[src/rtl/mux_pkg.sv]
// Shared definitions for the parametrised stream multiplexers:
// mode encodings and a constant-foldable ceiling-log2 helper.
package mux_pkg;

   localparam logic MODE_SEL = 1'b0;
   localparam logic MODE_RR  = 1'b1;

   // Ceiling log2 with a floor of 1, so a 2-channel mux still gets a 1-bit select.
   function automatic int clog2(input int n);
      int r;
      int v;
      r = 0;
      v = n - 1;
      while (v > 0) begin
         r = r + 1;
         v = v >> 1;
      end
      return (r < 1) ? 1 : r;
   endfunction

endpackage

[src/rtl/rr_pick.sv]
// Round-robin picker: rotates the request vector so the search starts one
// past ptr, priority-encodes the lowest set bit, then maps it back to a
// channel index. Works for any channel count, not only powers of two.
module rr_pick
   import mux_pkg::*;
#(
   parameter  int NUM_CH = 8,
   localparam int SEL_W  = clog2(NUM_CH)
) (
   input  logic [NUM_CH-1:0] req,
   input  logic [SEL_W-1:0]  ptr,
   output logic [NUM_CH-1:0] grant,
   output logic [SEL_W-1:0]  idx
);

   logic [NUM_CH-1:0] w_rot;
   logic              w_found;
   logic [SEL_W-1:0]  w_idx;

   // Channel examined at rotated position k (ptr itself comes last).
   function automatic int rot_idx(input logic [SEL_W-1:0] p, input int k);
      return (int'(p) + 1 + k) % NUM_CH;
   endfunction

   // Rotate requests, then take the first set bit in rotated order.
   always_comb begin
      w_rot   = '0;
      w_found = 1'b0;
      w_idx   = '0;
      for (int k = 0; k < NUM_CH; k++) begin
         w_rot[k] = req[SEL_W'(rot_idx(ptr, k))];
      end
      for (int k = 0; k < NUM_CH; k++) begin
         if (!w_found && w_rot[k]) begin
            w_found = 1'b1;
            w_idx   = SEL_W'(rot_idx(ptr, k));
         end
      end
   end

   // Expand the winning index back to a one-hot grant.
   always_comb begin
      grant = '0;
      for (int i = 0; i < NUM_CH; i++) begin
         grant[i] = w_found && (w_idx == SEL_W'(i));
      end
   end

   assign idx = w_idx;

endmodule

[src/rtl/stream_mux_rr.sv]
// N-channel, W-bit valid/ready stream mux with a single registered output
// stage. Channel choice is an explicit select (mode_rr=0) or round-robin
// among valid inputs (mode_rr=1), switchable at run time; both modes share
// one fairness pointer so switching into round-robin continues fairly.
// Optional macro STREAM_MUX_LOCK_EN adds in_last/out_last and holds the
// grant on one channel until it delivers a beat with in_last set.
module stream_mux_rr
   import mux_pkg::*;
#(
   parameter  int WIDTH  = 32,
   parameter  int NUM_CH = 8,
   localparam int SEL_W  = clog2(NUM_CH)
) (
   input  logic                    clk,
   input  logic                    rst_n,
   input  logic                    mode_rr,
   input  logic [SEL_W-1:0]        sel,
   input  logic [NUM_CH-1:0]       in_valid,
   input  logic [NUM_CH*WIDTH-1:0] in_data,
`ifdef STREAM_MUX_LOCK_EN
   input  logic [NUM_CH-1:0]       in_last,
   output logic                    out_last,
`endif
   output logic [NUM_CH-1:0]       in_ready,
   output logic                    out_valid,
   output logic [WIDTH-1:0]        out_data,
   output logic [SEL_W-1:0]        out_ch,
   input  logic                    out_ready
);

   logic              r_out_valid;
   logic [WIDTH-1:0]  r_out_data;
   logic [SEL_W-1:0]  r_out_ch;
   logic [SEL_W-1:0]  r_ptr;

   logic              w_load_en;
   logic              w_sel_hit;
   logic [NUM_CH-1:0] w_rr_onehot;
   logic [SEL_W-1:0]  w_rr_idx;
   logic [SEL_W-1:0]  w_grant;
   logic              w_grant_vld;
   logic              w_xfer;
   logic [WIDTH-1:0]  w_data;

`ifdef STREAM_MUX_LOCK_EN
   logic              r_locked;
   logic [SEL_W-1:0]  r_lock_ch;
   logic              r_out_last;
   logic              w_lock_hit;
   logic              w_last;
`endif

   // Output stage acts as a full-throughput pipeline register.
   assign w_load_en = !r_out_valid || out_ready;

   rr_pick #(
      .NUM_CH (NUM_CH)
   ) u_rr_pick (
      .req   (in_valid),
      .ptr   (r_ptr),
      .grant (w_rr_onehot),
      .idx   (w_rr_idx)
   );

   // Explicit-select request check; an out-of-range sel matches no channel.
   always_comb begin
      w_sel_hit = 1'b0;
      for (int i = 0; i < NUM_CH; i++) begin
         if (sel == SEL_W'(i)) w_sel_hit = in_valid[i];
      end
   end

`ifdef STREAM_MUX_LOCK_EN
   // Is the locked channel currently presenting data?
   always_comb begin
      w_lock_hit = 1'b0;
      for (int i = 0; i < NUM_CH; i++) begin
         if (r_lock_ch == SEL_W'(i)) w_lock_hit = in_valid[i];
      end
   end
`endif

   // Grant resolution: lock overrides mode, mode picks select vs round-robin.
   always_comb begin
      w_grant     = sel;
      w_grant_vld = w_sel_hit;
      if (mode_rr == MODE_RR) begin
         w_grant     = w_rr_idx;
         w_grant_vld = |w_rr_onehot;
      end
`ifdef STREAM_MUX_LOCK_EN
      if (r_locked) begin
         w_grant     = r_lock_ch;
         w_grant_vld = w_lock_hit;
      end
`endif
   end

   assign w_xfer = rst_n && w_load_en && w_grant_vld;

   // Ready goes only to the granted channel; forced low during reset.
   always_comb begin
      in_ready = '0;
      for (int i = 0; i < NUM_CH; i++) begin
         in_ready[i] = w_xfer && (w_grant == SEL_W'(i));
      end
   end

   // Data (and last) path from the granted channel.
   always_comb begin
      w_data = '0;
`ifdef STREAM_MUX_LOCK_EN
      w_last = 1'b0;
`endif
      for (int i = 0; i < NUM_CH; i++) begin
         if (w_grant == SEL_W'(i)) begin
            w_data = in_data[i*WIDTH +: WIDTH];
`ifdef STREAM_MUX_LOCK_EN
            w_last = in_last[i];
`endif
         end
      end
   end

   // Output register: load on transfer, empty on idle load slot, else hold.
   always_ff @(posedge clk or negedge rst_n) begin
      if (!rst_n) begin
         r_out_valid <= 1'b0;
         r_out_data  <= '0;
         r_out_ch    <= '0;
      end else if (w_load_en) begin
         if (w_xfer) begin
            r_out_valid <= 1'b1;
            r_out_data  <= w_data;
            r_out_ch    <= w_grant;
         end else begin
            r_out_valid <= 1'b0;
         end
      end
   end

   // Fairness pointer follows the last served channel; with locking it
   // moves only when a packet completes.
   always_ff @(posedge clk or negedge rst_n) begin
      if (!rst_n) begin
         r_ptr <= SEL_W'(NUM_CH - 1);
      end else if (w_xfer) begin
`ifdef STREAM_MUX_LOCK_EN
         if (w_last) r_ptr <= w_grant;
`else
         r_ptr <= w_grant;
`endif
      end
   end

`ifdef STREAM_MUX_LOCK_EN
   // Packet lock: engage on a non-last beat, release on the last beat.
   always_ff @(posedge clk or negedge rst_n) begin
      if (!rst_n) begin
         r_locked   <= 1'b0;
         r_lock_ch  <= '0;
         r_out_last <= 1'b0;
      end else if (w_xfer) begin
         r_locked   <= !w_last;
         r_lock_ch  <= w_grant;
         r_out_last <= w_last;
      end
   end

   assign out_last = r_out_last;
`endif

   assign out_valid = r_out_valid;
   assign out_data  = r_out_data;
   assign out_ch    = r_out_ch;

endmodule

[config.mk]
export PLATFORM = sky130hd
export DESIGN_NAME = stream_mux_rr
export DESIGN_NICKNAME = d
export VERILOG_FILES = /design/src/rtl/mux_pkg.sv /design/src/rtl/rr_pick.sv /design/src/rtl/stream_mux_rr.sv
export SDC_FILE = /design/constraint.sdc
export NUM_CORES = 1
export LEC_CHECK = 0
export ABC_AREA = 1
export CAP_MARGIN = 10
export CORE_AREA = 4 4 149 108
export CTS_BUF_LIST = sky130_fd_sc_hd__clkbuf_8
export DETAILED_ROUTE_END_ITERATION = 7
export DIE_AREA = 0 0 153 112
export PLACE_DENSITY = 0.86
export SYNTH_ARGS = -nofsm -noshare
export SYNTH_HDL_FRONTEND = slang
export SYNTH_HIERARCHICAL = 1
export SYNTH_SLANG_ARGS = --single-unit
[constraint.sdc]
create_clock -name clk -period 3.79 [get_ports clk]
set_input_delay 0.758 -clock clk [delete_from_list [all_inputs] [get_ports clk]]
set_output_delay 0.758 -clock clk [all_outputs]
set_load 0.005 [all_outputs]
* Word level (Yosys, flattened, before mapping)
Index checks and enable logic that the tools add are counted.
W data, S select, Z words.
** Word-level totals
- Bits of input ports :: 271
- Register bits :: 39
- Output and inout bits :: 44
- Logic and storage cells :: 139
** Operators by class
- Equality and inequality tests :: 21
- Order comparisons :: 8
- Muxes and demuxes :: 59
- Reductions and logical operators :: 39
- $add $sub $neg :: 8
** Operators with widths (number)
- $mux W32 :: 8
- $lt A3 B5 Y1 const B :: 8
- $eq A3 B3 Y1 const B :: 12
- $mux W1 :: 34
- $mux W3 :: 9
- $logic_and A1 B1 Y1 :: 25
- $bmux W1 S3 :: 8
- $eq A3 B2 Y1 const B :: 6
- $add A3 B3 Y3 const B :: 4
- $eq A3 B1 Y1 const B :: 3
- $logic_not A3 Y1 :: 3
- $logic_not A1 Y1 :: 8
- $reduce_or A8 Y1 :: 1
- $add A3 B1 Y3 const B :: 2
- $add A3 B2 Y3 const B :: 2
- $reduce_and A2 Y1 :: 1
- $logic_or A1 B1 Y1 :: 1

* Logic depth before layout (Yosys ltp)
Gate-level depths: netlist (run 1).
- Depth after elaboration :: 36
- Mapped depth :: 30
- Depth with buffers taken out :: 27

* Modules after synthesis
Netlist (run 1), hierarchy kept.
** Modules (own cells, without submodules)
- stream_mux_rr :: instances 1, sequential area each 979.7 sq um, area an instance 3943.8 sq um, cells an instance 688
- rr_pick :: instances 1, sequential area each 0.0 sq um, area an instance 1133.6 sq um, cells an instance 213

* Least setup slack after synthesis (run 1)
No wires, ideal clock.
- Path kind :: flip-flop to output port
- Start :: register r_ptr[0]
- End :: output in_ready[0]
- Buffers on the path :: 4
- Data arrival time :: 3350 ps
- Path slack :: -318 ps
- Stages on the path, launching flop included :: 25
- Data required time :: 3032 ps
- Cell sequence :: dfstp_2 > buf_6 > inv_6 > buf_8 > ha_1 > inv_2 > nand2_1 > nand2_1 > nand2_1 > nand2_1 > nor2_2 > a21oi_2 > inv_1 > nor2_4 > nand4_1 > nand2_2 > inv_2 > nor2_1 > nor3_1 > nor2b_1 > nor2_1 > nand3_1 > buf_2 > buf_2 > nor4_1
** Between the ends
- Word-level cells in the longest chain between the ends :: 32
- Elaborated cells between the ends (all ways) :: 84
** Ends and longest elaborated chain
- from (decl) :: line stream_mux_rr.sv:34 : logic [SEL_W-1:0] r_ptr;
- from (signal assigned) :: line stream_mux_rr.sv:146 : r_ptr <= SEL_W'(NUM_CH - 1);
- from (signal assigned) :: line stream_mux_rr.sv:151 : r_ptr <= w_grant;
- $add A3 B1 Y3 * :: line rr_pick.sv:22 : return (int'(p) + 1 + k) % NUM_CH;
- branches (longest 24 deep; another with $add A3 B2 Y3)
- $mux W3 * :: line rr_pick.sv:34 : if (!w_found && w_rot[k]) begin
- named net w_rr_idx[2] :: line stream_mux_rr.sv:39 : logic [SEL_W-1:0] w_rr_idx;
- $eq A3 B3 Y1 * :: line rr_pick.sv:45 : grant[i] = w_found && (w_idx == SEL_W'(i));
- $logic_and A1 B1 Y1 * :: line rr_pick.sv:45
- named net w_rr_onehot[4] :: line stream_mux_rr.sv:38 : logic [NUM_CH-1:0] w_rr_onehot;
- $reduce_or A8 Y1 * :: line stream_mux_rr.sv:89 : w_grant_vld = |w_rr_onehot;
- $mux W1 * :: line stream_mux_rr.sv:87 : if (mode_rr == MODE_RR) begin
- $logic_and A1 B1 Y1 * :: line stream_mux_rr.sv:99 : assign w_xfer = rst_n && w_load_en && w_grant_vld;
- $logic_and A1 B1 Y1 * :: line stream_mux_rr.sv:105 : in_ready[i] = w_xfer && (w_grant == SEL_W'(i));
- to (decl) :: line stream_mux_rr.sv:24 : output logic [NUM_CH-1:0] in_ready,
Mark *: on every way through the listed nets, which the timed path passes. The select of a mux whose other input is x is not followed.

* Final worst setup path (run 1)
- Start :: register r_ptr[0]
- End :: output in_ready[4]
** Between the ends
- Word-level cells in the longest chain between the ends :: 32
- Elaborated cells between the ends (all ways) :: 84
** Ends and longest elaborated chain (line)
- $add A3 B1 Y3 * :: rr_pick.sv:22
- branches (longest 24 deep; another with $add A3 B2 Y3)
- $mux W3 * :: rr_pick.sv:34
- named net w_rr_idx[2] :: stream_mux_rr.sv:39
- $eq A3 B2 Y1 * :: rr_pick.sv:45
- $logic_and A1 B1 Y1 * :: rr_pick.sv:45
- named net w_rr_onehot[3] :: stream_mux_rr.sv:38
- $reduce_or A8 Y1 * :: stream_mux_rr.sv:89
- $mux W1 * :: stream_mux_rr.sv:87
- $logic_and A1 B1 Y1 * :: stream_mux_rr.sv:99
- $logic_and A1 B1 Y1 * :: stream_mux_rr.sv:105
Marks and branches as above.

==> impl_metrics.py, run 1 <==
metrics = {
    "setup_path": {
        "r2r-start": "r_ptr[0]",
        "r2r_end": "out_data[30]",
        "timing.setup.critical_path_class": "flop to output pin",
        "worst_path_largest_cell_delay_ns": 0.59,
        "worst_r2r_path_depth": 31,
        "timing.critical_path.slowest_stage_cell": "sky130_fd_sc_hd__dfstp_2",
        "cp.arrival_ns": 3.76,
        "critical_path.startpoint": "r_ptr[0]",
        "critical-path-top-cell-by-count": "sky130_fd_sc_hd__nand2_4",
        "timing.critical_path.to_type": "output pin",
        "critical_path_peak_fanout": 7,
        "setup.worst_path.start_class": "flop",
        "worst-endpoint-required_ns": 3.03,
        "cp_capture_point": "in_ready[4]",
        "setup.reg_to_reg.worst_slack_ns": -0.40,
    },
    "route": {
        "detailedRoute.firstPassIterationCount": 6,
        "drc": 0,
        "detailroute.wirelength.met2_um": 12700,
        "wl_um": 27500,
        "wirelength_met1_um": 11100,
        "met3WireLength_um": 2740,
        "route.top_layer_used": "met4",
        "drt-vias-per-instance": 5.26,
        "detail_route.iter0.violations": 853,
        "routedWlPerCell_um": 18.6,
        "vias": 7801,
        "antenna_violating_nets_post_route": 0,
    },
    "yosys": {
        "synth-seq-area-share_pct": 19.3,
        "synth-warning-count": 6,
        "synth_area_leaders": "sky130_fd_sc_hd__nand2_1 (20%), sky130_fd_sc_hd__dfrtp_1 (18%), sky130_fd_sc_hd__nand3_1 (11%), sky130_fd_sc_hd__nor2_1 (11%), sky130_fd_sc_hd__nand4_1 (9.5%)",
        "postSynthRegisterBits": 39,
        "netlist.top_cell.by_area": "sky130_fd_sc_hd__nand2_1",
        "synthCells": 901,
        "synthDominantCellAreaShare_pct": 20.3,
        "synth_cell_type_count": 35,
        "synth_area_um2": 5080,
        "postSynthAreaPerCell_um2": 5.64,
        "mappedNetlistNets": 1174,
    },
    "cells_and_area": {
        "drive_above_1_share_pct": 22.4,
        "layout.nets": 1560,
        "layout.core_utilization_pct": 68.6,
        "final_cells": 1484,
        "flow.area_growth_from_synthesis_pct": 96.4,
    },
    "placement": {
        "io_buffer_count": 314,
        "post_detailed_placement_half_perimeter_wirelength_um": 20200,
        "dp_worst_setup_slack_ns": -1.03,
        "place_inst": 1431,
        "gp_routability_congestion": 1.02,
    },
    "global_routing": {
        "grt_pass1_wl_um": 39400,
        "via_count_of_the_first_global_routing_pass": 7241,
        "gr-total-overflow": 0,
        "groute.usage.overall_pct": 28.9,
        "grt_antenna_before_repair": 1,
        "largest_net_degree_at_the_start_of_global_routing": 70,
    },
    "floorplanning": {
        "fp-row-count": 37,
        "initial_standard_cell_utilization_of_the_core_pct": 34.9,
        "ios": 315,
        "die-height_um": 112,
        "placeableCoreArea_um2": 14500,
        "dieWidth_um": 153,
        "floorplan.die_area_um2": 17100,
    },
    "clock_network": {
        "clk_root_buffer_cell": "sky130_fd_sc_hd__clkbuf_8",
        "clk_latency_ns": 0.30,
        "tritoncts_num_sinks": 39,
        "cts_max_path_buffers": 2,
        "cts_hold_repair.buffers": 0,
        "path_clk_slew_ns": 0.08,
        "cts-htree-levels": 2,
        "cts-buffers-inserted": 5,
        "cts_tree": "yes",
    },
    "timing": {
        "report.final.setup_viol": 40,
        "total_negative_setup_slacks_ns": -15.82,
        "slew_headroom_pct": 63.4,
        "min_period_over_period_pct": 119,
        "minimum_hold_slack_ns": 0.489,
        "fmax_mhz": 222,
        "final-max-slew-violation-count": 0,
        "rsz0062_at_grt": "true",
        "worst_slack_ns": -0.724,
        "final-hold-violation-count": 0,
        "clock_skew_ns": 0.00752,
        "finalCriticalPeriod_ns": 4.51,
        "worst-slew-pin-transition_ns": 0.550,
    },
    "run_status": {
        "failed_checks": "negative setup slack",
        "outcome": "finished with violations",
    },
    "pwr": {
        "vdd_ir_drop_max_uv": 612,
        "powerDensity_nw_per_um2": 1100,
        "power.static_leakage_nw": 4.74,
    },
    "job": {
        "cap_viol_max_count": 0,
    },
    "worst_hold_path": {
        "holdCritPathClass": "flop to flop",
    },
}
## what timing repair did
| action | CTS | global route |
|---|---|---|
| endpoints found under the setup margin | 26 | 41 |
| gates cloned | 3 | 5 |
| endpoints found under the hold margin | 0 | 0 |
| setup buffers | 20 | 18 |
| pin swaps | 31 | 52 |
| gates resized for setup | 106 | 74 |
## cell families after synthesis
group | after synthesis | synth area share [%]
and+or+nand+nor | 682 | 63.2
buffers and inverters | 135 | 12.4
AOI/OAI and AO/OA | 43 | 4.53
DFF | 39 | 19.3
adders and majority gates | 2 | 0.493
## per-stage QoR
stage                     area [um^2]  power [mW]
after CTS                        9430        9.58
final                            9970        11.0
after global placement           8890        8.28
after detailed placement         8890        8.39
after global routing             9970        11.7
after floorplan                  5160        5.47
## power breakdown
| group | internal (mW) | switching, mW | total (mW) |
|---|---|---|---|
| clock network | 0.124 | 0.156 | 0.280 |
| registers | 0.648 | 0.127 | 0.775 |
| logic | 4.37 | 5.55 | 9.91 |
## metal layers
metal	vias up	global-route usage (%)
met4	0	10.2
li1	3694	-
met3	75	6.68
met1	3546	36.5
met5	-	0
met2	486	48.5
## how the worst min path moves through the flow
stage | from | to | slack, ns | cells past startpoint
3_3_place_gp | out_data[26] | out_data[26] | 0.46 | 2
5_1_grt | out_data[6] | out_data[6] | 0.50 | 2
2_1_floorplan | rst_n | out_ch[0] | 0.46 | 0
4_1_cts | out_data[14] | out_data[14] | 0.49 | 2
6_report | out_data[26] | out_data[26] | 0.49 | 2
3_5_place_dp | out_data[14] | out_data[14] | 0.47 | 2
## cell type report
cell class	instances	area, um^2
fillers	1209	4570
repair buffers	433	4390
multi-input cells	727	3940
flip-flops and latches	39	980
inverters	81	334
well taps	195	244
clock buffers	5	68.8
clock inverters	3	12.5
diodes	1	2.50
## cell usage in the layout (no fill, tap or decap), types with 21 or more instances in the layout
cell type / instances
sky130_fd_sc_hd__a21oi_1: 27
sky130_fd_sc_hd__buf_4: 77
sky130_fd_sc_hd__clkdlybuf4s50_1: 300
sky130_fd_sc_hd__dfrtp_1: 36
sky130_fd_sc_hd__inv_1: 68
sky130_fd_sc_hd__nand2_1: 243
sky130_fd_sc_hd__nand2_2: 37
sky130_fd_sc_hd__nand2_4: 21
sky130_fd_sc_hd__nand3_1: 93
sky130_fd_sc_hd__nand3_2: 29
sky130_fd_sc_hd__nand4_1: 77
sky130_fd_sc_hd__nor2_1: 136
## critical path, delay by kind of cell (launching register included)
kind / cells / cell delay [ns]
and+or+nand+nor: 20 / 1.96
DFF: 1 / 0.59
buffers and inverters: 5 / 0.54
adders and majority gates: 1 / 0.33
## sequential cells by signal (all words and copies together) (netlist names)
| register | cells |
|---|---|
| out_data | 32 |
| out_ch | 3 |
| r_ptr | 3 |
| out_valid | 1 |
## synth_stat cells
cell type                  count
sky130_fd_sc_hd__inv_4         1
sky130_fd_sc_hd__nor2_2        1
sky130_fd_sc_hd__dfstp_2       3
sky130_fd_sc_hd__nor2_1      153
sky130_fd_sc_hd__buf_6         8
sky130_fd_sc_hd__buf_1         2
sky130_fd_sc_hd__clkbuf_1      8
sky130_fd_sc_hd__nand3_1     116
sky130_fd_sc_hd__nor3_1        4
sky130_fd_sc_hd__a21oi_1      29
sky130_fd_sc_hd__nor2b_1       1
sky130_fd_sc_hd__nand2_1     274
sky130_fd_sc_hd__a21boi_0      2
sky130_fd_sc_hd__ha_1          2
sky130_fd_sc_hd__o21ai_0       9
sky130_fd_sc_hd__or2_2         6
sky130_fd_sc_hd__inv_6         1
sky130_fd_sc_hd__a21oi_2       1
sky130_fd_sc_hd__nor2_4        5
sky130_fd_sc_hd__dfrtp_1      36
sky130_fd_sc_hd__nor2_8        2
sky130_fd_sc_hd__o21ai_1       1
sky130_fd_sc_hd__o21bai_2      1
sky130_fd_sc_hd__nand4_4       2
sky130_fd_sc_hd__nor3_4        1
sky130_fd_sc_hd__nand2_2      23
sky130_fd_sc_hd__buf_2        34
sky130_fd_sc_hd__inv_2         9
sky130_fd_sc_hd__inv_1        70
sky130_fd_sc_hd__buf_4         1
sky130_fd_sc_hd__buf_8         1
sky130_fd_sc_hd__nand2_4       8
sky130_fd_sc_hd__nand4_1      77
sky130_fd_sc_hd__nand3_2       8
sky130_fd_sc_hd__nor4_1        1
Note: power is estimated with default switching activity, not from simulation.
==> inputs of run 2 (changes only) <==
--- a/config.mk
+++ b/config.mk
@@ -9,6 +9,7 @@
 export CAP_MARGIN = 10
 export CORE_AREA = 4 4 149 108
 export CTS_BUF_LIST = sky130_fd_sc_hd__clkbuf_8
+export CTS_CLUSTER_DIAMETER = 80
 export DETAILED_ROUTE_END_ITERATION = 7
 export DIE_AREA = 0 0 153 112
 export PLACE_DENSITY = 0.86
==> results of run 2 <==
No change in the layout: final DEF, timing and power equal those of run 1.
==> inputs of run 3 (changes only) <==
--- a/config.mk
+++ b/config.mk
@@ -13,6 +13,8 @@
 export DETAILED_ROUTE_END_ITERATION = 7
 export DIE_AREA = 0 0 153 112
 export PLACE_DENSITY = 0.86
+export REMOVE_ABC_BUFFERS = 1
+export SLEW_MARGIN = 25
 export SYNTH_ARGS = -nofsm -noshare
 export SYNTH_HDL_FRONTEND = slang
 export SYNTH_HIERARCHICAL = 1
==> run 3 against run 2 <==
Compared with the run above:
- worst hold slack got worse by 0.0046 ns
- first-iteration DRC count decreased by 21%
- combinational power decreased by 7.4%
- via count decreased by 3.0%
- non-clock buffer count decreased by 19
- count of clock-buffer cells in the layout increased by 1
- sequential cell count unchanged
- fmax increased by 2.3%
- die area unchanged
- clock power increased by 33%
- critical endpoint unchanged
- register-to-register slack improved by 0.22 ns
- design area decreased by 3.0%
- the run still ends with negative setup slack left
==> impl_metrics.py, run 3 (synthesized netlist as in run 1, its figures left out) <==
metrics = {
    "run_status": {
        "outcome": "finished with violations",
        "failed_checks": "negative setup slack",
    },
    "timing": {
        "rsz0062_at_grt": "true",
        "final-max-slew-violation-count": 0,
        "worst-slew-pin-transition_ns": 0.604,
        "finalCriticalPeriod_ns": 4.41,
        "report.final.setup_viol": 40,
        "clock_skew_ns": 0.0144,
        "fmax_mhz": 227,
        "worst_slack_ns": -0.620,
        "total_negative_setup_slacks_ns": -7.64,
        "min_period_over_period_pct": 116,
        "final-hold-violation-count": 0,
        "slew_headroom_pct": 59.7,
    },
    "clock_network": {
        "cts_tree": "yes",
        "cts-htree-levels": 2,
        "clk_root_buffer_cell": "sky130_fd_sc_hd__clkbuf_8",
        "cts-buffers-inserted": 5,
        "path_clk_slew_ns": 0.09,
        "tritoncts_num_sinks": 39,
        "clk_latency_ns": 0.30,
        "cts_max_path_buffers": 2,
    },
    "pwr": {
        "powerDensity_nw_per_um2": 1070,
        "vdd_ir_drop_max_uv": 544,
        "power_mw": 10.3,
        "power.static_leakage_nw": 4.54,
    },
    "global_routing": {
        "groute.usage.overall_pct": 28.7,
        "via_count_of_the_first_global_routing_pass": 7236,
        "gr-total-overflow": 0,
        "grt_pass1_wl_um": 39200,
        "largest_net_degree_at_the_start_of_global_routing": 58,
        "grt_antenna_before_repair": 1,
    },
    "floorplanning": {
        "initial_standard_cell_utilization_of_the_core_pct": 34.9,
        "dieWidth_um": 153,
        "fp-row-count": 37,
        "die-height_um": 112,
        "placeableCoreArea_um2": 14500,
        "ios": 315,
        "floorplan.die_area_um2": 17100,
    },
    "setup_path": {
        "setup.worst_path.start_class": "flop",
        "critical_path_peak_fanout": 6,
        "worst-endpoint-required_ns": 3.03,
        "timing.setup.critical_path_class": "flop to output pin",
        "worst_r2r_path_depth": 33,
        "timing.critical_path.to_type": "output pin",
        "cp.arrival_ns": 3.65,
    },
    "route": {
        "drc": 0,
        "drt-vias-per-instance": 5.17,
        "detailedRoute.firstPassIterationCount": 5,
        "routedWlPerCell_um": 18.1,
        "vias": 7565,
        "detail_route.iter0.violations": 678,
        "antenna_violating_nets_post_route": 0,
        "wl_um": 26400,
    },
    "placement": {
        "gp_routability_congestion": 1.01,
        "io_buffer_count": 314,
        "dp_worst_setup_slack_ns": -0.976,
        "post_detailed_placement_half_perimeter_wirelength_um": 20000,
    },
    "cells_and_area": {
        "layout.nets": 1541,
        "multi_input_logic_area_um2": 3900,
        "drive_above_1_share_pct": 21.0,
        "mostFrequentLayoutCell": "sky130_fd_sc_hd__clkdlybuf4s50_1",
        "num_antenna_cells": 0,
        "final_cell_mix": "sky130_fd_sc_hd__clkdlybuf4s50_1 (303), sky130_fd_sc_hd__nand2_1 (242), sky130_fd_sc_hd__nor2_1 (138), sky130_fd_sc_hd__nand3_1 (100)",
        "n_fill_cell": 1274,
        "flow.area_growth_from_synthesis_pct": 90.5,
        "largest_reg_flops": 32,
        "register_area_um2": 980,
    },
    "worst_hold_path": {
        "worst_hold_path.num_cells": 2,
        "holdCritPathClass": "flop to flop",
    },
    "job": {
        "cap_viol_max_count": 0,
    },
}
==> run 3: changes by cell type in the layout (fill, tap and decap cells not counted), sizes merged <==
cell,delta
clkinvlp,+1
bufinv,+1
diode,-1
clkdlybuf4s50,+3
buf,-14
inv,-3
dlygate4sd2,-3
bufbuf,-1
clkbuf,-3
==> run 3: through the flow <==
step / area [um^2] / cells / util [%] / hold WS (ns)
6_report: 9670 / 1464 / 66.6 / 0.485
3_3_place_gp: 8820 / 1429 / 60.7 / 0.461
4_1_cts: 9420 / 1458 / 64.8 / 0.488
5_1_grt: 9670 / 1464 / 66.6 / 0.500
2_1_floorplan: 4760 / 847 / - / 0.460
3_5_place_dp: 8820 / 1429 / 60.7 / 0.464
==> run 3: cell type report <==
class	count	area share, %
tap	195	2.52
sequential	39	10.1
timing repair buffer	414	42.5
clock buffer	6	0.854
inverter	81	3.39
clock inverter	2	0.362
multi-input combinational	727	40.3
==> run 3: power breakdown <==
| group | total [mW] | internal, mW | switching (mW) | leakage [nW] |
|---|---|---|---|---|
| registers | 0.764 | 0.648 | 0.116 | 0.477 |
| clock network | 0.371 | 0.213 | 0.158 | 0.0612 |
| logic | 9.18 | 3.90 | 5.28 | 4.00 |
| total | 10.3 | 4.76 | 5.55 | 4.54 |
==> run 3: layer usage <==
layer | GRT usage [%] | share of wire, % | vias up
met2 | 49.0 | 47 | 425
li1 | - | - | 3660
met4 | 9.61 | 3.2 | 0
met5 | 0 | 0 | -
met3 | 5.98 | 9.6 | 73
met1 | 36.2 | 40 | 3407
==> run 3: critical path, cell delays in order (launching register included) <==
cell,delay [ns]
sky130_fd_sc_hd__dfstp_2,0.58
sky130_fd_sc_hd__clkinv_4,0.07
sky130_fd_sc_hd__ha_4,0.27
sky130_fd_sc_hd__inv_6,0.08
sky130_fd_sc_hd__buf_12,0.12
sky130_fd_sc_hd__nand3_4,0.08
sky130_fd_sc_hd__nand3_4,0.11
sky130_fd_sc_hd__nand2_4,0.07
sky130_fd_sc_hd__buf_12,0.13
sky130_fd_sc_hd__nor2_8,0.13
sky130_fd_sc_hd__nand4_4,0.09
sky130_fd_sc_hd__nor2_4,0.15
sky130_fd_sc_hd__nand4_1,0.20
sky130_fd_sc_hd__nand2_4,0.17
sky130_fd_sc_hd__inv_4,0.06
sky130_fd_sc_hd__nor2_1,0.09
sky130_fd_sc_hd__nor3_1,0.05
sky130_fd_sc_hd__nor2b_1,0.12
sky130_fd_sc_hd__nor2_1,0.13
sky130_fd_sc_hd__nand3_2,0.15
sky130_fd_sc_hd__buf_6,0.15
sky130_fd_sc_hd__inv_4,0.05
sky130_fd_sc_hd__nand2_4,0.06
sky130_fd_sc_hd__nor3_4,0.11
sky130_fd_sc_hd__buf_2,0.14
==> run 3: timing repair <==
action                                  4_1_cts  5_1_grt
hold buffers                                  0        0
hold endpoints to repair                      0        0
resized for setup                           105       59
gates cloned                                  3        0
pin swaps                                    44       42
endpoints found under the setup margin       40       40
buffers inserted                             18        8
==> run 3: path summary, 6_finish.rpt <==
| kind | startpoint | endpoint | slack, ns |
|---|---|---|---|
| worst max-delay path | r_ptr[0] | in_ready[4] | -0.62 |
| worst min-delay path | out_data[24] | out_data[24] | 0.48 |
| worst max register to register | r_ptr[0] | out_data[8] | -0.18 |
| worst min register to register | out_data[24] | out_data[24] | 0.48 |
| max in group asynchronous | rst_n | r_ptr[2] | 2.84 |
| min in group asynchronous | rst_n | out_data[21] | 0.54 |
